## src/rtl/dendy_mapper.sv

```systemverilog
// dendy_mapper: runtime-selectable NROM/MMC1/UxROM/CNROM cartridge mapper
// Ports:
//   clock, reset_n        system clock, asynchronous active-low reset
//   ce                    CPU clock enable, one pulse per CPU cycle
//   mapper                0 NROM, 1 MMC1, 2 UxROM, 3 CNROM
//   prga, prgd, prgw      CPU address, write data, write request
//   chra                  PPU address
//   prg_address           PRG-ROM address (PRG_AW bits)
//   chr_address           CHR-ROM address (CHR_AW bits)
//   vram_a10              nametable RAM A10 after mirroring
//   wram_en               $6000-$7FFF PRG-RAM enable
module dendy_mapper #(
    parameter int PRG_AW   = 17,
    parameter int CHR_AW   = 13,
    parameter bit MIRROR_V = 1'b1
) (
    input  logic              clock,
    input  logic              reset_n,
    input  logic              ce,
    input  logic [1:0]        mapper,
    input  logic [15:0]       prga,
    input  logic [7:0]        prgd,
    input  logic              prgw,
    input  logic [13:0]       chra,
    output logic [PRG_AW-1:0] prg_address,
    output logic [CHR_AW-1:0] chr_address,
    output logic              vram_a10,
    output logic              wram_en
);
    logic [4:0]  mmc_ctl, mmc_chr0, mmc_chr1, mmc_prg, shift, ux_bank, sv;
    logic [3:0]  cn_bank;
    logic        last_wev, wev, acc;
    logic [7:0]  bank16;
    logic [21:0] mmc_prg_full, ux_prg_full, prg_full;
    logic [17:0] mmc_chr_full, chr_full;
    assign wev = ce & prgw & prga[15];
    // MMC1 ignores a write whose preceding CPU cycle was also a write
    assign acc = wev & ~last_wev;
    assign sv  = {prgd[0], shift[4:1]};
    always_ff @(posedge clock or negedge reset_n)
        if (!reset_n) begin
            mmc_ctl  <= 5'h0C;
            mmc_chr0 <= '0;
            mmc_chr1 <= '0;
            mmc_prg  <= '0;
            shift    <= 5'b10000;
            ux_bank  <= '0;
            cn_bank  <= '0;
            last_wev <= 1'b0;
        end else begin
            if (ce) last_wev <= wev;
            if (wev) begin
                ux_bank <= prgd[4:0];
                cn_bank <= prgd[3:0];
            end
            if (acc) begin
                if (prgd[7]) begin
                    shift   <= 5'b10000;
                    mmc_ctl <= mmc_ctl | 5'h0C;
                end else if (shift[0]) begin
                    // marker bit reached the bottom: this is the 5th bit
                    shift <= 5'b10000;
                    case (prga[14:13])
                        2'd0:    mmc_ctl  <= sv;
                        2'd1:    mmc_chr0 <= sv;
                        2'd2:    mmc_chr1 <= sv;
                        default: mmc_prg  <= sv;
                    endcase
                end else begin
                    shift <= sv;
                end
            end
        end
    // 16K bank for MMC1 modes 2 (fixed first) and 3 (fixed last)
    assign bank16 = mmc_ctl[2] ? (prga[14] ? 8'hFF : {4'h0, mmc_prg[3:0]})
                               : (prga[14] ? {4'h0, mmc_prg[3:0]} : 8'h00);
    assign mmc_prg_full = mmc_ctl[3] ? {bank16, prga[13:0]} : {4'h0, mmc_prg[3:1], prga[14:0]};
    assign ux_prg_full  = {prga[14] ? 8'hFF : {3'b000, ux_bank}, prga[13:0]};
    assign prg_full     = mapper == 2'd1 ? mmc_prg_full :
                          mapper == 2'd2 ? ux_prg_full  : {7'h00, prga[14:0]};
    assign mmc_chr_full = mmc_ctl[4] ? {1'b0, chra[12] ? mmc_chr1 : mmc_chr0, chra[11:0]}
                                     : {1'b0, mmc_chr0[4:1], chra[12:0]};
    assign chr_full     = mapper == 2'd1 ? mmc_chr_full :
                          mapper == 2'd3 ? {1'b0, cn_bank, chra[12:0]} : {5'h00, chra[12:0]};
    assign prg_address  = prg_full[PRG_AW-1:0];
    assign chr_address  = chr_full[CHR_AW-1:0];
    assign vram_a10     = mapper == 2'd1 ? (mmc_ctl[1] ? (mmc_ctl[0] ? chra[11] : chra[10]) : mmc_ctl[0])
                                         : (MIRROR_V ? chra[10] : chra[11]);
    assign wram_en      = mapper == 2'd1 ? ~mmc_prg[4] : 1'b1;
endmodule
```

## config.mk

```make
export PLATFORM = sky130hd
export DESIGN_NAME = dendy_mapper
export DESIGN_NICKNAME = d
export VERILOG_FILES = /design/src/rtl/dendy_mapper.sv
export SDC_FILE = /design/constraint.sdc
export NUM_CORES = 1
export LEC_CHECK = 0
export ABC_AREA = 1
export CORE_MARGIN = 5
export CORE_UTILIZATION = 40
export DETAILED_ROUTE_END_ITERATION = 7
export PLACE_DENSITY = 0.84
export SLEW_MARGIN = 20
export SYNTH_ARGS = -nofsm -noshare
export SYNTH_HDL_FRONTEND = slang
export SYNTH_SLANG_ARGS = --single-unit
```

## constraint.sdc

```tcl
create_clock -name clock -period 2.51 [get_ports clock]
set_input_delay 0.3765 -clock clock [delete_from_list [all_inputs] [get_ports clock]]
set_output_delay 0.3765 -clock clock [all_outputs]
set_load 0.005 [all_outputs]
```

==> results of run 1 <==
## registers in the layout, summed over array words and instances, names as in the netlist
name / cells
shift: 5
mmc_prg: 4
ux_bank: 3
mmc_chr1: 1
mmc_ctl: 5
mmc_chr0: 1
last_wev: 1
## cell families after synthesis
logic type             count (synthesis)
buffers and inverters                 46
AO/OA/AOI/OAI                         25
AND/OR/NAND/NOR                       65
flip-flops                            20
## stage by stage
stage	instances	total power, mW	util [%]
2_1_floorplan	156	0.531	-
3_3_place_gp	187	0.571	43.7
3_5_place_dp	187	0.579	43.7
4_1_cts	191	0.763	44.9
5_1_grt	191	0.807	44.9
6_report	191	0.761	44.9
## layer usage
layer / up-vias / part of all wire [%] / global-route usage [%]
met3: 6 / 7.2 / 3.42
met5: - / 0 / 0
met2: 26 / 51 / 19.6
li1: 480 / - / -
met4: 0 / 1.1 / 4.15
met1: 460 / 41 / 13.4
## critical path, delay by kind of cell
family / cells / cell delay, ns
AO/OA/AOI/OAI: 1 / 0.15
buffers and inverters: 3 / 1.20
AND/OR/NAND/NOR: 2 / 0.20
## area by class of cell
cell class	instances	area (sq um)	share of cell area, %
Clock buffer	4	36.3	2.69
Timing Repair Buffer	25	248	18.4
Sequential cell	20	504	37.4
Tap cell	33	41.3	3.06
Inverter	19	71.3	5.29
Multi-Input combinational cell	90	447	33.1
## cell usage after synthesis (all sizes together)
cell type  count
nor2           9
dfstp          3
o211ai         2
inv           19
dfrtp         17
nand4          4
o21ai         23
nand3b         1
nand3         12
buf           27
nand2         39
## power by group through the flow
stage                     clock network [mW]  registers [mW]  logic, mW
after detailed placement                   0           0.422      0.157
after floorplan                            0           0.412      0.119
after global routing                   0.205           0.423      0.179
after CTS                              0.190           0.415      0.157
after global placement                     0           0.419      0.152
final                                  0.190           0.416      0.156
## worst max path at each step
stage / cells past startpoint / endpoint / start / slack [ns]
floorplan: 5 / chr_address[12] / mapper[1] / 1.24
global placement: 6 / chr_address[12] / mapper[0] / 0.21
detailed placement: 6 / chr_address[12] / mapper[0] / 0.20
CTS: 6 / chr_address[12] / mapper[0] / 0.19
global route: 7 / chr_address[12] / mapper[1] / 0.06
finish: 6 / chr_address[12] / mapper[0] / 0.21
==> impl_results.md, run 1 <==
* Clk sinks at 20
* Tcrit/Tclk final at about nine tenths
* DP Worst Slack at between 0.15 and 0.2 ns
* Post-synthesis xor/xnor area fraction at 0%
* Final Cell Area at 1350 sq um
* Post-synthesis mux area share at 0%
* Slowest cell delay on critical path at roughly 0.52 ns
* Top cells by area, synth: dfrtp_1 (35%), buf_4 (16%), nand2_1 (11%)
* PostCTS Resize Cnt at 0
* WHS at between 0.3 and 0.4 ns
* Max IR drop VDD at between 200 and 300 uV
* Via density at 5.09
* Share of cells above drive strength 1 at approximately 7.6%
* PD cells at between 500 and 600 nW/um^2
* Clock-pin slew on the worst setup and hold paths at 0.12 ns
* Setup slack, reg-to-reg at around 1.3 ns
* Deepest clock path buffer count at 2
* DRT Pass-1 Iters at 4
* Largest family of logic cells by synthesized area: simple AND/OR/NAND/NOR gates
* Reg2reg start: shift[0]
* Yosys warns at 0
* DR vias at between 900 and 1000
* #FFs+latches synth at 20
* Worst Tran Pin Value at 0.318 ns
* Initial antenna violation count at 0
* I/O Buffers at 24
* Most frequent cells in the layout: nand2_1 (37), clkdlybuf4s50_1 (24), o21ai_0 (23)
* Final-report hold violation count at 0
* Die Area at 4290 sq um
* Die Ht at 65.5 um
* Crit. End Element: primary output
* CTS tree: yes
* # DRC at 0
* Number of global-route vias before repair at ~900
* Leakage at around 0.65 nW
* Library cells used by synthesis at 15
* Die width at roughly 66 um
* Pint at 541 uW
* Post-DP HPWL at approximately 1800 um
* Share of the synthesized area in the top cell type at between 30% and 40%
* Setup violators final at 0
* Min Tclk post-route at roughly 2.3 ns
* RSZ-0062 raised after global routing: false
* Core Region at about 3000 sq um
* Final Skew at approximately 0.009 ns
* Grt ovf at 0
* Net Switching at ~220 uW
* Status: finished, final reports clean
* Largest net degree at the start of global routing at 21
* Post-CTS setup buffers at 0
* Root Driver: clkbuf_4
* Most frequent CP cell: clkdlybuf4s50_1
* Synth Net Count at 200
* Ant diodes at 0
* Area Growth Syn to Fin at 9.34%
* Combinational power share at between 20% and 30%
* Initial Util at between 40% and 50%
* Global-route usage over all layers at around 11%
* Fillers at 299
* Worst Path Class, Setup: in -> out
* CP max-delay cell: clkdlybuf4s50_1
* Clock share of power at 24.9%
* Adder-Cell Fraction of Synth Area at 0%
* Startpoint class of the critical path: primary input
* RR Endpoint: shift[4]
* Nets at between 200 and 250
* Gpl congestion at between 0.8 and 0.9
* Post-Synthesis Cell Area at 1230 sq um
* Max-slew headroom at around four fifths
* Routed len/inst at roughly 12 um
* Setup TNS after final layout at 0 ns
* Drt initial violations at 45
* Ports at between 70 and 80
* Simple-gate share of the synthesized area at ~26%
* Final antenna-violating net count at 0
* Hold WC Path Type: in -> async
* CTS Hold Bufs at 0
* Reg2reg path depth at 4
* CP Data Required Time at approximately 2.1 ns
* CP Cell Sequence: clkdlybuf4s50_1 > nand2_1 > inv_1 > nand3_1 > o21ai_0 > clkdlybuf4s50_1
* Post-synthesis sequential area ratio at 40.9%
* Switching share of total power at about 29%
* Worst-Skew Late Latency at roughly 0.30 ns
* Synth Area per Inst at ~7.9 sq um
* Compound-Gate Fraction of Synth Area at a little over a tenth
* Synth area leader: dfrtp_1
* Final slew viol count at 0
* Max FO, Critical Path at 7
* Final WS setup at 0.205 ns
* Htree depth at 1
* Sequential power share at a little over half
* Most common cell after layout, fill and taps aside: nand2_1
* Gate Count Post-Synth at 156
* Final WL at roughly 2300 um
* Clock buffer count from CTS at 3
* Cell Rows at 20
* Placed inst area at 1310 sq um
* F_max at ~0.43 GHz
* Max-capacitance violation count at 0
* Critical Path AT at a little under 2 ns
* First-pass GRT wire length at between 3000 and 4000 um
(Power assumes the default switching activity.)
==> run 2, diff against run 1 <==
- CTS_CLUSTER_SIZE: unset -> 28
- GPL_TIMING_DRIVEN: unset -> 0
==> run 2 against run 1 <==
  * First-iteration DRC count down 49%
  * Count of clock-buffer cells in the layout unchanged
  * Critical endpoint unchanged
  * Sequential cell count unchanged
  * Final cell count up 26%
  * Critical path type unchanged
  * Combinational power up 46%
  * Clock power down 3%
  * Sequential power about the same
  * Clock skew down 0.0069 ns
==> impl_results.md, run 2 (same netlist as run 1, synthesis figures left out) <==
* Status: finished, final reports clean
* First-pass GRT wire length at approximately 4600 um
* Leakage at approximately 0.87 nW
* Ant diodes at 0
* Area Growth Syn to Fin at 44.5%
* PostCTS Resize Cnt at 0
* Core Region at 3000 sq um
* Final antenna-violating net count at 0
* Hold path depth at 2
* Global-route usage over all layers at between 10% and 20%
* Final slew viol count at 0
* Worst Tran Pin Value at roughly 0.85 ns
* Cell Rows at 20
* Die width at 65.5 um
* Reg2reg path depth at 4
* Critical Path AT at between 1.5 and 2 ns
* Worst hold endpoint: mmc_ctl[2]
* Clock-pin slew on the worst setup and hold paths at between 0.1 and 0.15 ns
* Hold_sp: mmc_ctl[2]
* Max-slew headroom at around 43%
* Via density at roughly 4.7
* Setup violators final at 0
* Clk sinks at 20
* DRT Pass-1 Iters at 4
* Grt ovf at 0
* Die Area at roughly 4300 sq um
* Initial Util at between 40% and 50%
* Largest net degree at the start of global routing at 21
* Htree depth at 1
* Util after Layout at 59.3%
* CTS Hold Bufs at 0
* Die Ht at 65.5 um
* Post-DP HPWL at 2270 um
* Startpoint class of the critical path: primary input
* Max-capacitance violation count at 0
* Setup slack, reg-to-reg at roughly 1.4 ns
* RSZ-0062 raised after global routing: false
* F_max at around 0.44 GHz
* Regs by FF count: mmc_ctl: 5 flops, shift: 5 flops, mmc_prg: 4 flops
* Routed len/inst at 11.3 um
* Most common cell after layout, fill and taps aside: clkdlybuf4s50_1
* Setup TNS after final layout at 0 ns
* Min Tclk post-route at ~2.3 ns
* Worst-Skew Late Latency at slightly below 0.3 ns
* # DRC at 0
* CP Data Required Time at 2.13 ns
* Worst Path Class, Setup: in -> out
* Gpl congestion at between 0.8 and 0.9
* CTS tree: yes
* Final Skew at 0.00208 ns
* I/O Buffers at 47
* Max FO, Critical Path at 7
* Nets at 252
* Max IR drop VDD at between 200 and 300 uV
* PD cells at roughly 460 nW/um^2
* Post-CTS setup buffers at 0
* Drt initial violations at 23
* Root Driver: clkbuf_4
* Clock buffer count from CTS at 3
* Ports at 76
* Most frequent cells in the layout: clkdlybuf4s50_1 (47), nand2_1 (37), buf_4 (26)
* Crit. End Element: primary output
* Hold WC Path Type: reg -> reg
* RR Endpoint: shift[4]
* Reg2reg start: shift[0]
* Number of global-route vias before repair at roughly 1000
* Deepest clock path buffer count at 2
* Initial antenna violation count at 0
* Share of cells above drive strength 1 at a little under a fifth
* Final WL at about 2700 um
* DR vias at between 1000 and 1500
* Fillers at between 200 and 300
* WHS at 0.486 ns
* Final-report hold violation count at 0
* Tcrit/Tclk final at around nine tenths
## run 2: changes by cell type in the layout (fill, tap and decap cells not counted)
cell	delta
clkdlybuf4s50_1	+23
buf_8	+1
buf_4	+25
## run 2: power by group
part	internal, mW	leakage [nW]	total, mW	switching [mW]
Clock	0.0883	0.0210	0.184	0.0960
Sequential	0.380	0.259	0.414	0.0347
Combinational	0.129	0.592	0.227	0.0978
## run 2: worst max-delay path by stage
stage | start | to | slack, ns | depth (start not counted)
after floorplan | mapper[1] | chr_address[12] | 1.24 | 5
after global placement | mapper[0] | chr_address[12] | 0.22 | 6
after detailed placement | mapper[0] | chr_address[12] | 0.21 | 6
after CTS | mapper[0] | chr_address[12] | 0.21 | 6
after global routing | mapper[1] | chr_address[12] | 0.07 | 7
final | mapper[0] | chr_address[12] | 0.22 | 6
## run 2: metal layers
layer	vias up	share of wire, %	global-route usage [%]	routed length [um]
met4	0	0	1.55	0
met3	0	6.6	2.91	178
met2	31	54	23.8	1460
met5	-	0	0	0
li1	580	-	-	-
met1	507	39	16.4	1060
## run 2: layout make-up
class	count	area, sq um	area share, %
Multi-Input combinational cell	90	447	25.1
Buffer	27	210	11.8
Tap cell	33	41.3	2.32
Inverter	19	71.3	4.01
Clock buffer	4	36.3	2.04
Timing Repair Buffer	47	470	26.4
Sequential cell	20	504	28.3
## run 2: worst max-delay path: stages
cell and delay (ns):
clkdlybuf4s50_1 0.47, nand2_1 0.11, inv_1 0.21, nand3_1 0.09, o21ai_0 0.14, clkdlybuf4s50_1 0.52
## run 2: stage by stage
step / power [mW] / instance area, sq um / cells / setup WS [ns]
4_1_cts: 0.838 / 1780 / 240 / 0.212
5_1_grt: 0.888 / 1780 / 240 / 0.0681
3_3_place_gp: 0.641 / 1740 / 236 / 0.215
2_1_floorplan: 0.531 / 1230 / 156 / 1.24
3_5_place_dp: 0.651 / 1740 / 236 / 0.210
6_report: 0.826 / 1780 / 240 / 0.221
